**src/rtl/hazard_freeze_controller.sv**
```systemverilog
// Hazard stall detection and multi-cycle SRAM freeze sequencing for the 5-stage MIPS pipeline.
// Optional stall/freeze performance counters: define STALL_PERF_CNT_EN.
module hazard_freeze_controller #(
    parameter int SRAM_WAIT_CYCLES = 5,
    parameter int REG_ADDR_W       = 5
) (
    input  logic                  clk,
    input  logic                  rst,
    input  logic [REG_ADDR_W-1:0] src1,
    input  logic [REG_ADDR_W-1:0] src2,
    input  logic                  two_src,
    input  logic [REG_ADDR_W-1:0] ST_Src,
    input  logic                  ID_MEM_W_EN,
    input  logic [REG_ADDR_W-1:0] EXE_Dest,
    input  logic                  EXE_WB_EN,
    input  logic                  EXE_MEM_R_EN,
    input  logic [REG_ADDR_W-1:0] MEM_Dest,
    input  logic                  MEM_WB_EN,
    input  logic                  MEM_R_EN,
    input  logic                  MEM_W_EN,
    input  logic                  forward_en,
`ifdef STALL_PERF_CNT_EN
    input  logic                  perf_clr,
    output logic [31:0]           stall_cycles,
    output logic [31:0]           freeze_cycles,
`endif
    output logic                  hazard_stall,
    output logic                  pipe_freeze,
    output logic                  mem_ready
);

    localparam int CNT_W = (SRAM_WAIT_CYCLES > 2) ? $clog2(SRAM_WAIT_CYCLES) : 1;
    localparam logic [CNT_W-1:0] CNT_LOAD =
        (SRAM_WAIT_CYCLES > 2) ? CNT_W'(SRAM_WAIT_CYCLES - 3) : '0;

    typedef enum logic [1:0] {
        IDLE = 2'd0,
        WAIT = 2'd1,
        DONE = 2'd2
    } state_t;

    state_t           state;
    logic [CNT_W-1:0] counter;
    logic             mem_access;
    logic             exe_hit;
    logic             mem_hit;
    logic             raw_hazard;

    // R0 is hardwired to zero, so it never carries a dependency.
    function automatic logic addr_match(input logic [REG_ADDR_W-1:0] src,
                                        input logic [REG_ADDR_W-1:0] dest,
                                        input logic                  wb_en);
        return wb_en && (dest != '0) && (src == dest);
    endfunction

    always_comb begin
        exe_hit = addr_match(src1, EXE_Dest, EXE_WB_EN)
                | (two_src     & addr_match(src2,   EXE_Dest, EXE_WB_EN))
                | (ID_MEM_W_EN & addr_match(ST_Src, EXE_Dest, EXE_WB_EN));
        mem_hit = addr_match(src1, MEM_Dest, MEM_WB_EN)
                | (two_src     & addr_match(src2,   MEM_Dest, MEM_WB_EN))
                | (ID_MEM_W_EN & addr_match(ST_Src, MEM_Dest, MEM_WB_EN));
        raw_hazard = forward_en ? (exe_hit & EXE_MEM_R_EN) : (exe_hit | mem_hit);
    end

    assign mem_access = MEM_R_EN | MEM_W_EN;

    always_ff @(posedge clk or posedge rst) begin
        if (rst) begin
            state   <= IDLE;
            counter <= '0;
        end else begin
            unique case (state)
                IDLE: begin
                    if (mem_access) begin
                        if (SRAM_WAIT_CYCLES == 2) begin
                            state <= DONE;
                        end else begin
                            counter <= CNT_LOAD;
                            state   <= WAIT;
                        end
                    end
                end
                WAIT: begin
                    if (counter == '0) state <= DONE;
                    else               counter <= counter - CNT_W'(1);
                end
                DONE:    state <= IDLE;
                default: state <= IDLE;
            endcase
        end
    end

    // The IDLE freeze follows mem_access directly; rst masks it so reset clears outputs at once.
    always_comb begin
        pipe_freeze = 1'b0;
        unique case (state)
            IDLE:    pipe_freeze = mem_access;
            WAIT:    pipe_freeze = 1'b1;
            DONE:    pipe_freeze = 1'b0;
            default: pipe_freeze = 1'b0;
        endcase
        if (rst) pipe_freeze = 1'b0;
    end

    assign mem_ready    = (state == DONE);
    assign hazard_stall = raw_hazard & ~pipe_freeze & ~rst;

`ifdef STALL_PERF_CNT_EN
    always_ff @(posedge clk or posedge rst) begin
        if (rst) begin
            stall_cycles  <= '0;
            freeze_cycles <= '0;
        end else if (perf_clr) begin
            stall_cycles  <= '0;
            freeze_cycles <= '0;
        end else begin
            if (hazard_stall && (stall_cycles != '1))  stall_cycles  <= stall_cycles + 32'd1;
            if (pipe_freeze  && (freeze_cycles != '1)) freeze_cycles <= freeze_cycles + 32'd1;
        end
    end
`endif

endmodule

```
**config.mk**
```make
export PLATFORM = sky130hd
export DESIGN_NAME = hazard_freeze_controller
export DESIGN_NICKNAME = d
export VERILOG_FILES = /design/src/rtl/hazard_freeze_controller.sv
export SDC_FILE = /design/constraint.sdc
export NUM_CORES = 1
export LEC_CHECK = 0
export BUFFER_PORTS_ARGS = -buffer_cell sky130_fd_sc_hd__clkbuf_2
export CAP_MARGIN = 10
export CORE_MARGIN = 4
export CORE_UTILIZATION = 42
export CTS_CLUSTER_DIAMETER = 60
export CTS_CLUSTER_SIZE = 40
export DETAILED_ROUTE_END_ITERATION = 6
export PLACE_DENSITY = 0.83
export SYNTH_ARGS = -nofsm -noshare
export SYNTH_HDL_FRONTEND = slang
export SYNTH_SLANG_ARGS = --single-unit
```
**constraint.sdc**
```tcl
create_clock -name clk -period 1.65 [get_ports clk]
set_input_delay 0.0825 -clock clk [delete_from_list [all_inputs] [get_ports clk]]
set_output_delay 0.0825 -clock clk [all_outputs]
set_load 0.02 [all_outputs]
```
==> results of run 1 <==
==> cell families (layout without fill, tap and decap cells) <==
kind of cell,Yosys count,count (layout),synth area share (%)
buf+inv,5,50,2.94
flops,5,5,19.6
xor+xnor,30,30,41.1
compound gates,9,9,9.39
fa+ha+maj,2,2,3.91
simple gates,27,27,21.5
mux,1,1,1.57
==> registers in the layout, indices dropped and copies added (netlist names) <==
register  cells
counter       3
state         2
==> metrics by stage <==
stage          area, µm²  hold slack [ns]  util [%]  std cells  setup slack, ns
6_report             915            0.211      66.9        139           0.0230
5_1_grt              915            0.245      66.9        139          -0.0709
4_1_cts              892            0.224      65.3        137           0.0260
3_5_place_dp         851          0.00543      62.3        132            0.151
3_3_place_gp         851         0.000976      62.3        132            0.219
2_1_floorplan        639           -0.139         -         79            0.281
==> report_power, final <==
| group | switching (µW) | total (µW) | internal, µW |
|---|---|---|---|
| sequential | 43.8 | 224 | 181 |
| combinational | 225 | 425 | 200 |
| clock | 56.3 | 148 | 91.8 |
==> placed cells by master, fill, tap and decap left out, types with 2 or more instances in the layout <==
master	synthesis	layout
nand3_1	9	9
o21ai_0	4	4
nor4_1	4	4
nor2_1	4	4
dfrtp_1	5	5
clkbuf_4	0	3
buf_4	0	3
xor2_1	22	22
clkbuf_2	0	36
xnor2_1	8	8
ha_1	2	2
inv_1	5	5
nor3_1	7	6
==> worst max-delay path, delay by kind of cell, from the launching register on <==
kind | cells | cell delay, ns
DFF | 1 | 0.38
AOI/OAI and AO/OA | 2 | 0.35
buffers and inverters | 1 | 0.11
and+or+nand+nor | 3 | 0.46
==> layer usage <==
layer	track usage, %	vias to the layer above	wire length, µm
li1	-	371	-
met1	24.0	326	787
met2	30.4	25	942
met3	2.30	2	109
met4	4.97	0	13
met5	0	-	0
==> cells in the mapped netlist <==
| library cell | number |
|---|---|
| o21a_1 | 1 |
| inv_1 | 5 |
| nor3_1 | 7 |
| a32o_1 | 1 |
| mux2i_1 | 1 |
| nand3_1 | 9 |
| a21oi_1 | 1 |
| o2111a_1 | 1 |
| o21ai_0 | 4 |
| a31oi_1 | 1 |
| xor2_1 | 22 |
| nor2b_1 | 1 |
| ha_1 | 2 |
| dfrtp_1 | 5 |
| xnor2_1 | 8 |
| or4_1 | 1 |
| nor4_1 | 4 |
| nor2_1 | 4 |
| nand2_1 | 1 |
==> final timing paths <==
check                      startpoint           end  slack [ns]  cells after the start
max in group asynchronous         rst    counter[1]        1.14                      3
setup / recovery             state[0]  hazard_stall        0.02                      6
hold / removal               MEM_W_EN    counter[2]        0.21                      4
min in group asynchronous         rst      state[1]        0.32                      3
hold reg to reg            counter[2]      state[1]        0.51                      1
setup reg to reg             state[0]    counter[0]        0.40                      6
==> layout make-up <==
| class | count | area (µm²) |
|---|---|---|
| multi-input combinational | 69 | 502 |
| inverter | 5 | 18.8 |
| timing repair buffer | 41 | 224 |
| tap | 15 | 18.8 |
| clock buffer | 4 | 26.3 |
| sequential | 5 | 125 |
| fill | 122 | 452 |
==> what timing repair did <==
action                                 in CTS  in global routing
resized for setup                           1                  4
hold buffers                                1                  0
pin swaps                                   1                  5
setup endpoints to repair                   1                  1
setup buffers                               0                  2
endpoints found under the hold margin       5                  0
==> flow_metrics.env, run 1 <==
export IMPL_setup_viol=0
export IMPL_root_buffer="clkbuf_4"
export IMPL_grt_max_degree=7
export IMPL_cp_start_kind="flop"
export IMPL_portBuffers=37
export IMPL_p_per_area_mw_per_mm2=872
export IMPL_ioPinCount=38
export IMPL_rows=13
export IMPL_cp_required_ns=1.57
export IMPL_antenna_found_initial=0
export IMPL_fin_setup_tns_ns=0
export IMPL_crit_path_frequent_cell="nor2_1"
export IMPL_syn_to_final_growth_pct=43.1
export IMPL_die_width_um=47.0
export IMPL_num_nets_final=162
export IMPL_p_leak_uw=0.000467
export IMPL_status="completed"
export IMPL_cp_end_kind="primary output"
export IMPL_worstSkewPairLatency_ns=0.25
export IMPL_period_share_pct=98.6
export IMPL_diodes=0
export IMPL_start_util_pct=46.8
export IMPL_finalHoldViolations=0
export IMPL_yosysUniqueCellTypes=19
export IMPL_syn_inst=79
export IMPL_crit_chain="nor3_2 -> nor2_1 -> nor2_1 -> o2111a_1 -> a32o_2 -> buf_6"
export IMPL_fin_crit_ns=1.63
export IMPL_cts_sinks=5
export IMPL_synth_area_leaders="xor2_1 (30%), dfrtp_1 (20%), xnor2_1 (11%)"
export IMPL_wl_mm=1.85
export IMPL_drive_gt1_share_pct=36.3
export IMPL_viasPerCell=5.21
export IMPL_worst_pin_slew_ns=0.268
export IMPL_gp_congestion=0.860
export IMPL_netlist_area_um2=639
export IMPL_crit_type="reg2out"
export IMPL_first_pass_iters=4
export IMPL_cp_data_arrival_time_ns=1.54
export IMPL_synth_seq_area_share_pct=19.6
export IMPL_core_mm2=0.00137
export IMPL_slowest_stage="dfrtp_1"
export IMPL_cts_buffer_depth=2
export IMPL_drc=0
export IMPL_ys_ff_latch=5
export IMPL_ys_warn_count=0
export IMPL_fmax_mhz=615
export IMPL_rsz0062_at_grt="yes"
export IMPL_grt_first_pass_wirelength_mm=2.82
export IMPL_slew_headroom_pct=82.0
export IMPL_hp_class="in2reg"
export IMPL_slowest_delay_ns=0.38
export IMPL_overflow=0
export IMPL_grt_util_all_layers_pct=18.0
export IMPL_synth_net_count=116
export IMPL_die_area_mm2=0.00221
export IMPL_fin_skew_ns=0.00235
export IMPL_cts_inserted_buffers=3
export IMPL_total_power_uw=797
export IMPL_yosysTopAreaCellShare_pct=30.1
export IMPL_die_h_um=47.0
export IMPL_drtIter0Drc=12
export IMPL_syn_area_per_cell_um2=8.09
export IMPL_drtAntennaViolNets=0
export IMPL_cap_viol_max_count=0
export IMPL_final_max_slew_viol_count=0
export IMPL_grt_pass1_vias=674
export IMPL_cts_tree="yes"
export IMPL_wl_per_cell_um=13.3
export IMPL_peakVddDrop_uv=741
export IMPL_routed_via_count=724
export IMPL_cts_clk_slew_worst_paths_ns=0.05
export IMPL_crit_fanout=3
export IMPL_yosys_area_top_type="xor2_1"
export IMPL_cts_max_level=1
export IMPL_dp_hpwl_mm=1.58
No activity file was read; power rests on OpenSTA's default activity.
==> inputs of run 2 (changes only) <==
--- a/config.mk
+++ b/config.mk
@@ -8,11 +8,11 @@
 export BUFFER_PORTS_ARGS = -buffer_cell sky130_fd_sc_hd__clkbuf_2
 export CAP_MARGIN = 10
 export CORE_MARGIN = 4
-export CORE_UTILIZATION = 42
+export CORE_UTILIZATION = 45
 export CTS_CLUSTER_DIAMETER = 60
 export CTS_CLUSTER_SIZE = 40
 export DETAILED_ROUTE_END_ITERATION = 6
-export PLACE_DENSITY = 0.83
+export PLACE_DENSITY = 0.88
 export SYNTH_ARGS = -nofsm -noshare
 export SYNTH_HDL_FRONTEND = slang
 export SYNTH_SLANG_ARGS = --single-unit
==> constraint.sdc (replaced) <==
create_clock -name clk -period 1.9 [get_ports clk]
set_input_delay 0.095 -clock clk [delete_from_list [all_inputs] [get_ports clk]]
set_output_delay 0.095 -clock clk [all_outputs]
set_load 0.02 [all_outputs]
==> run 2 against run 1 <==
Die area is 5.5% lower. Global-route usage decreased by 0.34 points. First-iteration DRC count grew 17%. Design area shrank 3.3%. Critical path depth is the same. Setup slack better by 0.12 ns. Total power is 19% lower. Count of clock-buffer cells in the layout stayed put. Routed wire length down 9.4%. Via count fell by 4.4%. Register-to-register slack improved by 0.25 ns.
==> flow_metrics.env, run 2 (same netlist as run 1, synthesis figures left out) <==
export IMPL_peakVddDrop_uv=679
export IMPL_num_nets_final=159
export IMPL_slowest_stage="dfrtp_1"
export IMPL_worstSkewPairLatency_ns=0.24
export IMPL_syn_to_final_growth_pct=38.4
export IMPL_first_pass_iters=4
export IMPL_period_share_pct=92.4
export IMPL_worst_pin_slew_ns=0.275
export IMPL_cp_data_arrival_time_ns=1.66
export IMPL_routed_via_count=692
export IMPL_cp_start_kind="flop"
export IMPL_drtIter0Drc=14
export IMPL_seq_area_um2=125
export IMPL_gp_congestion=0.852
export IMPL_core_mm2=0.00132
export IMPL_p_leak_uw=0.000445
export IMPL_slowest_delay_ns=0.43
export IMPL_final_common_cell="clkbuf_2"
export IMPL_die_width_um=45.7
export IMPL_diodes=0
export IMPL_grt_first_pass_wirelength_mm=2.71
export IMPL_drtAntennaViolNets=0
export IMPL_slew_headroom_pct=81.5
export IMPL_layout_common_cells="clkbuf_2 (37), xor2_1 (22), nand3_1 (9)"
export IMPL_cp_end_kind="primary output"
export IMPL_cts_tree="yes"
export IMPL_fin_setup_tns_ns=0
export IMPL_crit_chain="nor3_2 -> nor2_1 -> nor2_1 -> o2111a_1 -> a32o_1 -> clkbuf_2"
export IMPL_multi_input_area_um2=500
export IMPL_die_area_mm2=0.00209
export IMPL_dp_hpwl_mm=1.46
export IMPL_regMostFlops="counter"
export IMPL_wl_mm=1.68
export IMPL_rsz0062_at_grt="no"
export IMPL_crit_fanout=6
export IMPL_crit_path_frequent_cell="nor2_1"
export IMPL_postPlaceCellArea_um2=843
export IMPL_crit_type="reg2out"
export IMPL_final_fill_count=107
export IMPL_ioPinCount=38
export IMPL_setup_viol=0
export IMPL_dpl_cell_count=131
export IMPL_largest_reg_flops=3
export IMPL_design_area_um2=885
export IMPL_grt_pass1_vias=684
export IMPL_fin_skew_ns=0.00495
export IMPL_die_h_um=45.7
export IMPL_cts_sinks=5
export IMPL_cap_viol_max_count=0
export IMPL_cts_clk_slew_worst_paths_ns=0.04
export IMPL_fmax_mhz=570
export IMPL_cts_inserted_buffers=3
export IMPL_status="completed"
export IMPL_hp_class="in2reg"
export IMPL_drive_gt1_share_pct=33.9
export IMPL_reg_top3="counter (3), state (2)"
export IMPL_rows=13
export IMPL_grt_util_all_layers_pct=17.6
export IMPL_cts_buffer_depth=2
export IMPL_start_util_pct=48.5
export IMPL_final_util_pct=67.1
export IMPL_fin_crit_ns=1.75
export IMPL_drc=0
export IMPL_grt_max_degree=7
export IMPL_cts_max_level=1
export IMPL_overflow=0
export IMPL_portBuffers=37
export IMPL_total_power_uw=643
export IMPL_root_buffer="clkbuf_4"
export IMPL_stdcell_count=136
export IMPL_cp_required_ns=1.80
export IMPL_final_max_slew_viol_count=0
export IMPL_finalHoldViolations=0
export IMPL_antenna_found_initial=0
export IMPL_wl_per_cell_um=12.3
export IMPL_viasPerCell=5.09
export IMPL_p_per_area_mw_per_mm2=727
## run 2: final cells by class
type	instances	share of cell area [%]
Timing Repair Buffer	38	22.1
Sequential cell	5	14.1
Inverter	5	2.12
Tap cell	15	2.12
Clock buffer	4	2.97
Multi-Input combinational cell	69	56.6
## run 2: final timing paths
kind	start	to	slack, ns	depth (start not counted)
worst min register to register	counter[2]	state[1]	0.51	1
worst max register to register	counter[0]	counter[0]	0.65	6
worst max-delay path	state[0]	hazard_stall	0.15	6
min in group asynchronous	rst	counter[2]	0.31	3
max in group asynchronous	rst	counter[0]	1.42	3
worst min-delay path	MEM_R_EN	counter[2]	0.26	4
## run 2: report_power, final
group	leakage, µW	switching (µW)	internal (µW)	total, µW
combinational	0.000370	178	148	326
sequential	0.0000597	42.6	157	199
clock	0.0000150	39.2	79.1	118
total	0.000445	260	384	643
## run 2: stage by stage
stage,setup slack [ns],hold WS [ns]
2_1_floorplan,0.518,-0.126
3_3_place_gp,0.417,0.00403
3_5_place_dp,0.355,0.00736
4_1_cts,0.0922,0.264
5_1_grt,0.0568,0.288
6_report,0.145,0.261
## run 2: timing repair
| action | 4_1_cts | 5_1_grt |
|---|---|---|
| hold endpoints to repair | 5 | 0 |
| hold buffers | 1 | 0 |
| setup endpoints to repair | 0 | 1 |
| resized for setup | 0 | 1 |
| buffers inserted | 0 | 0 |
## run 2: worst max-delay path: cells and delay by family (launching register included)
| family | cells | cell delay, ns |
|---|---|---|
| simple gates | 3 | 0.49 |
| compound gates | 2 | 0.34 |
| buf+inv | 1 | 0.16 |
| flops | 1 | 0.43 |
## run 2: routing by layer
| metal | vias up | track usage, % | wire, µm |
|---|---|---|---|
| met5 | - | 0 | 0 |
| met4 | 0 | 10.2 | 0 |
| met3 | 0 | 0 | 96 |
| met2 | 20 | 27.9 | 841 |
| met1 | 307 | 24.2 | 741 |
| li1 | 365 | - | - |
==> inputs of run 3 (changes only) <==
--- a/config.mk
+++ b/config.mk
@@ -7,7 +7,6 @@
 export LEC_CHECK = 0
 export BUFFER_PORTS_ARGS = -buffer_cell sky130_fd_sc_hd__clkbuf_2
 export CAP_MARGIN = 10
-export CORE_MARGIN = 4
 export CORE_UTILIZATION = 45
 export CTS_CLUSTER_DIAMETER = 60
 export CTS_CLUSTER_SIZE = 40
==> run 3 against run 2 <==
Sequential cell count is the same. Hold slack worse by 0.016 ns. Maximum frequency is 0.38% lower. First-iteration DRC count is 14% higher. Global-route usage is 7.0 points higher. Via count up 3.6%. Clock power hardly changed. Largest cell class unchanged. Critical path depth is the same. Total power grew 3.3%.
==> flow_metrics.env, run 3 (same netlist as run 1, synthesis figures left out) <==
export IMPL_setup_viol=0
export IMPL_routed_via_count=717
export IMPL_crit_type="reg2out"
export IMPL_combPwrFrac_pct=51.6
export IMPL_final_common_cell="clkbuf_2"
export IMPL_reg_top3="counter (3), state (2)"
export IMPL_drc=0
export IMPL_overflow=0
export IMPL_gp_congestion=0.775
export IMPL_fin_setup_tns_ns=0
export IMPL_antenna_found_initial=0
export IMPL_viasPerCell=5.27
export IMPL_p_int_uw=387
export IMPL_grt_util_all_layers_pct=24.6
export IMPL_portBuffers=37
export IMPL_grt_pass1_vias=627
export IMPL_p_per_area_mw_per_mm2=751
export IMPL_crit_fanout=6
export IMPL_final_max_slew_viol_count=0
export IMPL_core_mm2=0.00132
export IMPL_syn_to_final_growth_pct=38.4
export IMPL_drtIter0Drc=16
export IMPL_cp_required_ns=1.80
export IMPL_clock_power_share_pct=18.2
export IMPL_ioPinCount=38
export IMPL_peakVddDrop_uv=597
export IMPL_design_area_um2=885
export IMPL_diodes=0
export IMPL_fmax_mhz=568
export IMPL_start_util_pct=48.5
export IMPL_grt_max_degree=7
export IMPL_finalHoldViolations=0
export IMPL_cp_data_arrival_time_ns=1.67
export IMPL_cts_inserted_buffers=3
export IMPL_fin_crit_ns=1.76
export IMPL_layout_common_cells="clkbuf_2 (37), xor2_1 (22), nand3_1 (9)"
export IMPL_die_area_mm2=0.00158
export IMPL_cp_end_kind="primary output"
export IMPL_drive_gt1_share_pct=33.9
export IMPL_hp_start="MEM_R_EN"
export IMPL_period_share_pct=92.7
export IMPL_die_h_um=39.7
export IMPL_cp_start_kind="flop"
export IMPL_first_pass_iters=4
export IMPL_root_buffer="clkbuf_4"
export IMPL_fin_skew_ns=0.00589
export IMPL_slew_headroom_pct=79.7
export IMPL_crit_path_start="state[0]"
export IMPL_p_seq_share_pct=30.2
export IMPL_cap_viol_max_count=0
export IMPL_status="completed"
export IMPL_worstSkewPairLatency_ns=0.24
export IMPL_cts_tree="yes"
export IMPL_wl_mm=1.82
export IMPL_cts_max_level=1
export IMPL_regMostFlops="counter"
export IMPL_cts_buffer_depth=2
export IMPL_wl_per_cell_um=13.4
export IMPL_p_leak_uw=0.000445
export IMPL_rows=13
export IMPL_p_sw_share_pct=41.8
export IMPL_largest_reg_flops=3
export IMPL_dp_hpwl_mm=1.48
export IMPL_p_switching_uw=278
export IMPL_worst_pin_slew_ns=0.302
export IMPL_grt_first_pass_wirelength_mm=2.48
export IMPL_die_width_um=39.7
export IMPL_drtAntennaViolNets=0
export IMPL_num_nets_final=159
export IMPL_rsz0062_at_grt="no"
export IMPL_cts_clk_slew_worst_paths_ns=0.04
export IMPL_postPlaceCellArea_um2=843
export IMPL_reg2reg_from="counter[0]"
export IMPL_cts_sinks=5
export IMPL_hp_class="in2reg"
==> run 3: power by group through the flow <==
| stage | sequential, µW | combinational (µW) | clock [µW] |
|---|---|---|---|
| final | 201 | 343 | 121 |
| after global routing | 208 | 387 | 136 |
| after CTS | 198 | 331 | 123 |
| after detailed placement | 199 | 326 | 0 |
| after global placement | 194 | 314 | 0 |
| after floorplan | 190 | 216 | 0 |
==> run 3: worst max-delay path: stages (launching register included) <==
cell	delay (ns)
dfrtp_1	0.43
nor3_2	0.26
nor2_1	0.08
nor2_1	0.14
o2111a_1	0.21
a32o_1	0.14
clkbuf_2	0.17
==> run 3: area by class of cell <==
class / count / area, µm²
Clock buffer: 4 / 26.3
Fill cell: 110 / 433
Inverter: 5 / 18.8
Multi-Input combinational cell: 69 / 500
Sequential cell: 5 / 125
Tap cell: 15 / 18.8
Timing Repair Buffer: 38 / 195
==> run 3: worst paths after layout <==
check                          endpoint  slack (ns)  cells past startpoint
max                        hazard_stall        0.14                      6
min                          counter[2]        0.25                      4
max reg2reg                  counter[0]        0.64                      6
min reg2reg                    state[1]        0.52                      1
max in group asynchronous    counter[0]        1.42                      3
min in group asynchronous      state[0]        0.31                      3
==> run 3: timing repair <==
item / in CTS / in global routing
setup buffers: 0 / 0
gates resized for setup: 0 / 1
endpoints found under the hold margin: 5 / 0
endpoints found under the setup margin: 0 / 1
hold buffers: 1 / 0
==> run 3: metrics by stage <==
stage          total power (µW)  cells  worst slack, ns  hold WS, ns  utilization [%]
2_1_floorplan               405     79            0.518       -0.126                -
4_1_cts                     652    136           0.0626        0.244             66.8
6_report                    664    136            0.138        0.245             67.1
3_5_place_dp                526    131            0.329      0.00944             64.0
5_1_grt                     731    136           0.0459        0.263             67.1
3_3_place_gp                508    131            0.415      0.00727             64.0
==> run 3: layer usage <==
metal / track usage, % / vias up / routed length (µm)
met1: 29.8 / 330 / 796
met2: 43.9 / 24 / 968
met4: 10.3 / 0 / 0
li1: - / 363 / -
met3: 1.70 / 0 / 58
met5: 0 / - / 0
